`src/rtl/descrambler_sync.sv`:
```
// Frame-synchronous x^7+x^4+1 descrambler that self-seeds from the first 7 SERVICE bits.
// Define SERVICE_CHECK_EN to enable the sticky SERVICE/seed error flag; otherwise error is tied low.
module descrambler_sync #(
   parameter int FRAME_BITS = 4096,
   parameter int CNT_W      = 16
) (
   input  logic clk,
   input  logic rst_n,
   input  logic start,
   input  logic in_valid,
   input  logic in_bit,
   output logic out_bit,
   output logic out_valid,
   output logic busy,
   output logic done,
   output logic error
);

   typedef enum logic [1:0] {IDLE, SEED, SVC, DATA} state_t;

   localparam logic [CNT_W-1:0] SEED_LAST = CNT_W'(6);
   localparam logic [CNT_W-1:0] SVC_LAST  = CNT_W'(15);
   localparam logic [CNT_W-1:0] DATA_LAST = CNT_W'(FRAME_BITS - 1);

   state_t           state, state_nxt;
   logic [6:0]       s, s_nxt;
   logic [CNT_W-1:0] cnt, cnt_nxt;
   logic             out_bit_nxt, out_valid_nxt, busy_nxt, done_nxt;
   logic             fb;

   // s[6] is the oldest keystream bit, so the next keystream bit is s[6]^s[3]
   assign fb = s[6] ^ s[3];

   always_comb begin
      state_nxt     = state;
      s_nxt         = s;
      cnt_nxt       = cnt;
      out_bit_nxt   = out_bit;
      out_valid_nxt = 1'b0;
      done_nxt      = 1'b0;
      busy_nxt      = busy;
      if (state == IDLE) busy_nxt = 1'b0;
      if (in_valid) begin
         if (start) begin
            state_nxt = SEED;
            s_nxt     = {s[5:0], in_bit};
            cnt_nxt   = CNT_W'(1);
            busy_nxt  = 1'b1;
         end else begin
            case (state)
               SEED: begin
                  s_nxt   = {s[5:0], in_bit};
                  cnt_nxt = cnt + CNT_W'(1);
                  if (cnt == SEED_LAST) state_nxt = SVC;
               end
               SVC: begin
                  s_nxt = {s[5:0], fb};
                  if (cnt == SVC_LAST) begin
                     state_nxt = DATA;
                     cnt_nxt   = '0;
                  end else begin
                     cnt_nxt = cnt + CNT_W'(1);
                  end
               end
               DATA: begin
                  s_nxt         = {s[5:0], fb};
                  out_bit_nxt   = in_bit ^ fb;
                  out_valid_nxt = 1'b1;
                  if (cnt == DATA_LAST) begin
                     done_nxt  = 1'b1;
                     state_nxt = IDLE;
                     cnt_nxt   = '0;
                  end else begin
                     cnt_nxt = cnt + CNT_W'(1);
                  end
               end
               default: ;
            endcase
         end
      end
   end

   always_ff @(posedge clk or negedge rst_n) begin
      if (!rst_n) begin
         state     <= IDLE;
         s         <= '0;
         cnt       <= '0;
         out_bit   <= 1'b0;
         out_valid <= 1'b0;
         busy      <= 1'b0;
         done      <= 1'b0;
      end else begin
         state     <= state_nxt;
         s         <= s_nxt;
         cnt       <= cnt_nxt;
         out_bit   <= out_bit_nxt;
         out_valid <= out_valid_nxt;
         busy      <= busy_nxt;
         done      <= done_nxt;
      end
   end

`ifdef SERVICE_CHECK_EN
   logic err_set, err_clr;

   // Flag an all-zero recovered seed, or any reserved SERVICE bit that descrambles to 1
   always_comb begin
      err_clr = in_valid & start;
      err_set = 1'b0;
      if (in_valid && !start) begin
         if (state == SEED && cnt == SEED_LAST && {s[5:0], in_bit} == 7'd0) err_set = 1'b1;
         if (state == SVC && (in_bit ^ fb)) err_set = 1'b1;
      end
   end

   always_ff @(posedge clk or negedge rst_n) begin
      if (!rst_n)       error <= 1'b0;
      else if (err_clr) error <= 1'b0;
      else if (err_set) error <= 1'b1;
   end
`else
   assign error = 1'b0;
`endif

endmodule

```
`config.mk`:
```
export PLATFORM = sky130hd
export DESIGN_NAME = descrambler_sync
export DESIGN_NICKNAME = d
export VERILOG_FILES = /design/src/rtl/descrambler_sync.sv
export SDC_FILE = /design/constraint.sdc
export NUM_CORES = 1
export LEC_CHECK = 0
export CAP_MARGIN = 20
export CORE_MARGIN = 4
export CORE_UTILIZATION = 35
export DETAILED_ROUTE_END_ITERATION = 7
export PLACE_DENSITY = 0.61
export SETUP_SLACK_MARGIN = 0.05
export SKIP_LAST_GASP = 1
export SYNTH_ARGS = -nofsm -noshare
export SYNTH_HDL_FRONTEND = slang
export SYNTH_SLANG_ARGS = --single-unit
```
`constraint.sdc`:
```
create_clock -name clk -period 2.3 [get_ports clk]
set_clock_uncertainty 0.05 [all_clocks]
set_input_delay 0.345 -clock clk [delete_from_list [all_inputs] [get_ports clk]]
set_output_delay 0.345 -clock clk [all_outputs]
set_load 0.02 [all_outputs]
```
Word level (Yosys, flattened, before mapping)
Cells that the tools add are included.

Bits in registers: 29. Latch bits: 0. Memory bits (writable): 0. Memory bits (read-only): 0. Input port bits: 5. Word-level logic and storage cells: 49. Memories: 0.

$add $sub $neg: 1. $mul: 0. Divide/modulo/power cells: 0. Order comparisons: 0. Equal/unequal tests: 9. Shift-type cells: 0. Mux-type cells: 21. Bitwise operators: 3. Reductions and logical operators: 8.

Operators by type and width (number): $mux W16 (3); $pmux W16 S3 (1); $add A16 B1 Y16 const B (1); $eq A16 B12 Y1 const B (1); $eq A16 B3 Y1 const B (1); $eq A16 B4 Y1 const B (1); $pmux W7 S2 (1); $mux W1 (10); $ne A3 B3 Y1 const B (3); $mux W2 (4); $mux W7 (1); $pmux W2 S3 (1); $reduce_and A5 Y1 (1); $eq A2 B2 Y1 const B (2); $reduce_and A2 Y1 (2); $reduce_bool A4 Y1 (1); $reduce_and A3 Y1 (1); $reduce_bool A3 Y1 (1); $eq A2 B1 Y1 const B (1); $logic_not A2 Y1 (1); $reduce_or A2 Y1 (1); $xor A1 B1 Y1 (2); $not A1 Y1 (1).

Depth between registers and ports, before layout
Depth in word-level cells: 5. Gate-level depth with buffers: 7. Mapped depth without buffers: 7.

Worst setup path before layout
No wires, ideal clock.

Kind: register to register. Start: register cnt[12]. End: register state[0]. Library setup time: 137 ps. Arrival time: 1955 ps. Required time: 2113 ps. Path slack: 159 ps. Cell stages (with the launch flop): 6. Path buffers: 0. Cell sequence: dfrtp_1 or4_4 or4_4 a22o_2 nor4_2 a211oi_2.

Longest elaborated chain between the ends: 3.

RTL lines: from (decl) (RTL line 27) `logic [CNT_W-1:0] cnt, cnt_nxt;`; from (signal assigned) (RTL line 95) `cnt <= cnt_nxt;`; $eq A16 B12 Y1 (tied with other cells) (RTL line 69) `if (cnt == DATA_LAST) begin`; $ne A3 B3 Y1 (no source line); $reduce_and A5 Y1 (no source line) (*); to (signal assigned) (RTL line 93) `state <= state_nxt;`; to (decl) (RTL line 25) `state_t state, state_nxt;`.

Every way passes the cells marked *; elsewhere a longest branch is shown, timed or not. A chain may end at the register's enable or synchronous reset.

Worst setup path in the final report
Same ends and word-level chain as after synthesis.

==> results.sh <==
export IMPL_crit_required_ns=2.41
export IMPL_clk_pin_slew_worst_paths_ns=0.07
export IMPL_synth_avg_cell_area_um2=9.477
export IMPL_path_delay_family="simple AND/OR/NAND/NOR gates"
export IMPL_ant_nets=0
export IMPL_cts_made_buffers=5
export IMPL_maxSlewViolCount=0
export IMPL_hold_violations=0
export IMPL_layout_commonest_cell="dfrtp_1"
export IMPL_rsz0062_at_grt="no"
export IMPL_dp_cells=240
export IMPL_cp_start_kind="flop"
export IMPL_gp_congestion=0.8446
export IMPL_grt_ovfl_total=0
export IMPL_placed_cell_area_mm2=0.001864
export IMPL_power_density_mw_per_mm2=1136
export IMPL_max_cap_viol_count=0
export IMPL_cts_htree_levels=2
export IMPL_via_per_inst=5.357
export IMPL_grt_usage_pct=13.49
export IMPL_fin_nets=207
export IMPL_place_ws_ns=0.1038
export IMPL_cts_tree="yes"
export IMPL_fin_area_mm2=0.002017
export IMPL_syn_num_nets=185
export IMPL_maxClockFrequency_mhz=463.7
export IMPL_core_mm2=0.004444
export IMPL_grt_pass1_wl_mm=6.279
export IMPL_final_setup_tns_ns=0
export IMPL_drt_total_wl_mm=3.601
export IMPL_synthArstFlopShare_pct=100.0
export IMPL_cp_end_kind="flop"
export IMPL_drt_pass1_iter_count=4
export IMPL_clock_latency_ns=0.28
export IMPL_vias=1334
export IMPL_slowest_delay_ns=0.55
export IMPL_p_total_mw=2.292
export IMPL_grt_max_degree=30
export IMPL_min_path_type="input pin to asynchronous set/reset pin"
export IMPL_crit_start="cnt[12]$_DFFE_PN0P_"
export IMPL_drive_gt1_share_pct=21.32
export IMPL_clockBufferDepth=2
export IMPL_start_util_pct=37.11
export IMPL_fp_row_count=24
export IMPL_synth_flop_cell="dfrtp_1"
export IMPL_cp_max_fo=3
export IMPL_synth_edf_count=0
export IMPL_status="complete, no violations"
export IMPL_leakagePower_nw=0.8752
export IMPL_io_pins=10
export IMPL_setup_violations_final=0
export IMPL_cp_arrival_ns=2.27
export IMPL_path_cells="or4_4 > or4_4 > a22o_2 > nor4_2 > a211oi_2"
export IMPL_yosys_warnings=0
export IMPL_chipHeight_um=76.64
export IMPL_finalCritPeriodShare_pct=93.76
export IMPL_syn_inst=174
export IMPL_timing_hold_ws_ns=0.3912
export IMPL_cts_sinks=29
export IMPL_critPathKind="flop to flop"
export IMPL_root_buffer="clkbuf_8"
export IMPL_critPathBufInv=0
export IMPL_drc=0
export IMPL_ys_ff_latch=29
export IMPL_grt_antenna_before_repair=0
export IMPL_crit_top_cell="or4_4"
export IMPL_min_period_ns=2.156
export IMPL_dieArea_mm2=0.005874
export IMPL_finish_utilization_pct=45.38
export IMPL_irDropWorstVdd_mv=0.3428
export IMPL_drt_first_iter_violations=90
export IMPL_fin_ws_ns=0.1436
export IMPL_synth_cell_types=42
export IMPL_dp_hpwl_mm=2.534
export IMPL_synth_area_mm2=0.001649
export IMPL_yosysSeqAreaShare_pct=44.01
export IMPL_slowest_stage="or4_4"
export IMPL_n_antenna_cell=0
export IMPL_r2r_start="cnt[12]$_DFFE_PN0P_"
export IMPL_area_growth_pct=22.31
export IMPL_layout_cells_non_filler=249
export IMPL_n_fill_cell=430
export IMPL_mostFrequentLayoutCells="29 x dfrtp_1, 21 x nand2_1, 16 x buf_4"
export IMPL_numPortBuffers=8
export IMPL_wire_per_inst_um=14.46
export IMPL_grt_pass1_vias=1318
export IMPL_fp_dieW_um=76.64
final timing paths:
kind | depth (start not counted) | slack [ns] | to
max in group asynchronous | 2 | 1.53 | cnt[3]$_DFFE_PN0P_
worst max register to register | 5 | 0.14 | state[0]$_DFFE_PN0P_
worst min register to register | 2 | 0.43 | s[0]$_DFFE_PN0P_
min in group clk | 2 | 0.43 | s[0]$_DFFE_PN0P_
worst min-delay path | 2 | 0.39 | s[0]$_DFFE_PN0P_
worst max-delay path | 5 | 0.14 | state[0]$_DFFE_PN0P_
routing by layer:
layer	GRT usage [%]	part of all wire, %	up-vias
li1	-	-	672
met1	17.60	49	630
met2	20.30	46	26
met3	4.492	3.7	6
met4	5.797	1.7	0
met5	0	0	-
Yosys cell counts (4+ instances only):
master | count | area share [%]
a21oi_1 | 9 | 2.7
clkbuf_1 | 6 | 1.4
dfrtp_1 | 29 | 44
ha_1 | 6 | 4.6
inv_1 | 7 | 1.6
mux2_2 | 7 | 4.8
nand2_1 | 21 | 4.8
nand3_1 | 7 | 2.1
nand4_1 | 5 | 1.9
nor2_1 | 10 | 2.3
nor3_1 | 5 | 1.5
nor4_1 | 6 | 2.3
o21ai_0 | 10 | 3.0
xnor2_1 | 4 | 2.1
xor2_1 | 6 | 3.2
flip-flops by register name, indices dropped and copies added, names as in the netlist:
register and cells:
cnt 16, busy 1, done 1, out_valid 1, s 7, out_bit 1, state 2
final cells by class:
cell class / instances / area, um2 / area share [%]
Timing Repair Buffer: 24 / 200.2 / 9.926
Inverter: 7 / 26.28 / 1.303
Multi-Input combinational cell: 129 / 865.8 / 42.93
Clock buffer: 5 / 68.82 / 3.412
Sequential cell: 29 / 725.7 / 35.98
Tap cell: 52 / 65.06 / 3.226
Clock inverter: 3 / 65.06 / 3.226
timing repair:
item                                    in CTS  in global routing
endpoints found under the setup margin       0                 14
setup buffers                                0                  1
gates resized for setup                      0                  3
hold endpoints to repair                     0                  0
hold buffers                                 0                  0
power by group:
| part | internal, mW | switching, mW | total, mW |
|---|---|---|---|
| clock network | 0.430 | 0.214 | 0.644 |
| logic | 0.379 | 0.448 | 0.827 |
| registers | 0.669 | 0.152 | 0.821 |
| total | 1.48 | 0.814 | 2.29 |
kinds of logic after synthesis:
family | synth area share [%]
AOI/OAI and AO/OA | 14.87
and+or+nand+nor | 21.47
buffers and inverters | 4.173
DFF | 44.01
other | 0.2274
adders and majority gates | 4.552
xor gates and xnor gates | 5.311
muxes | 5.387
(Power assumes the default switching activity.)
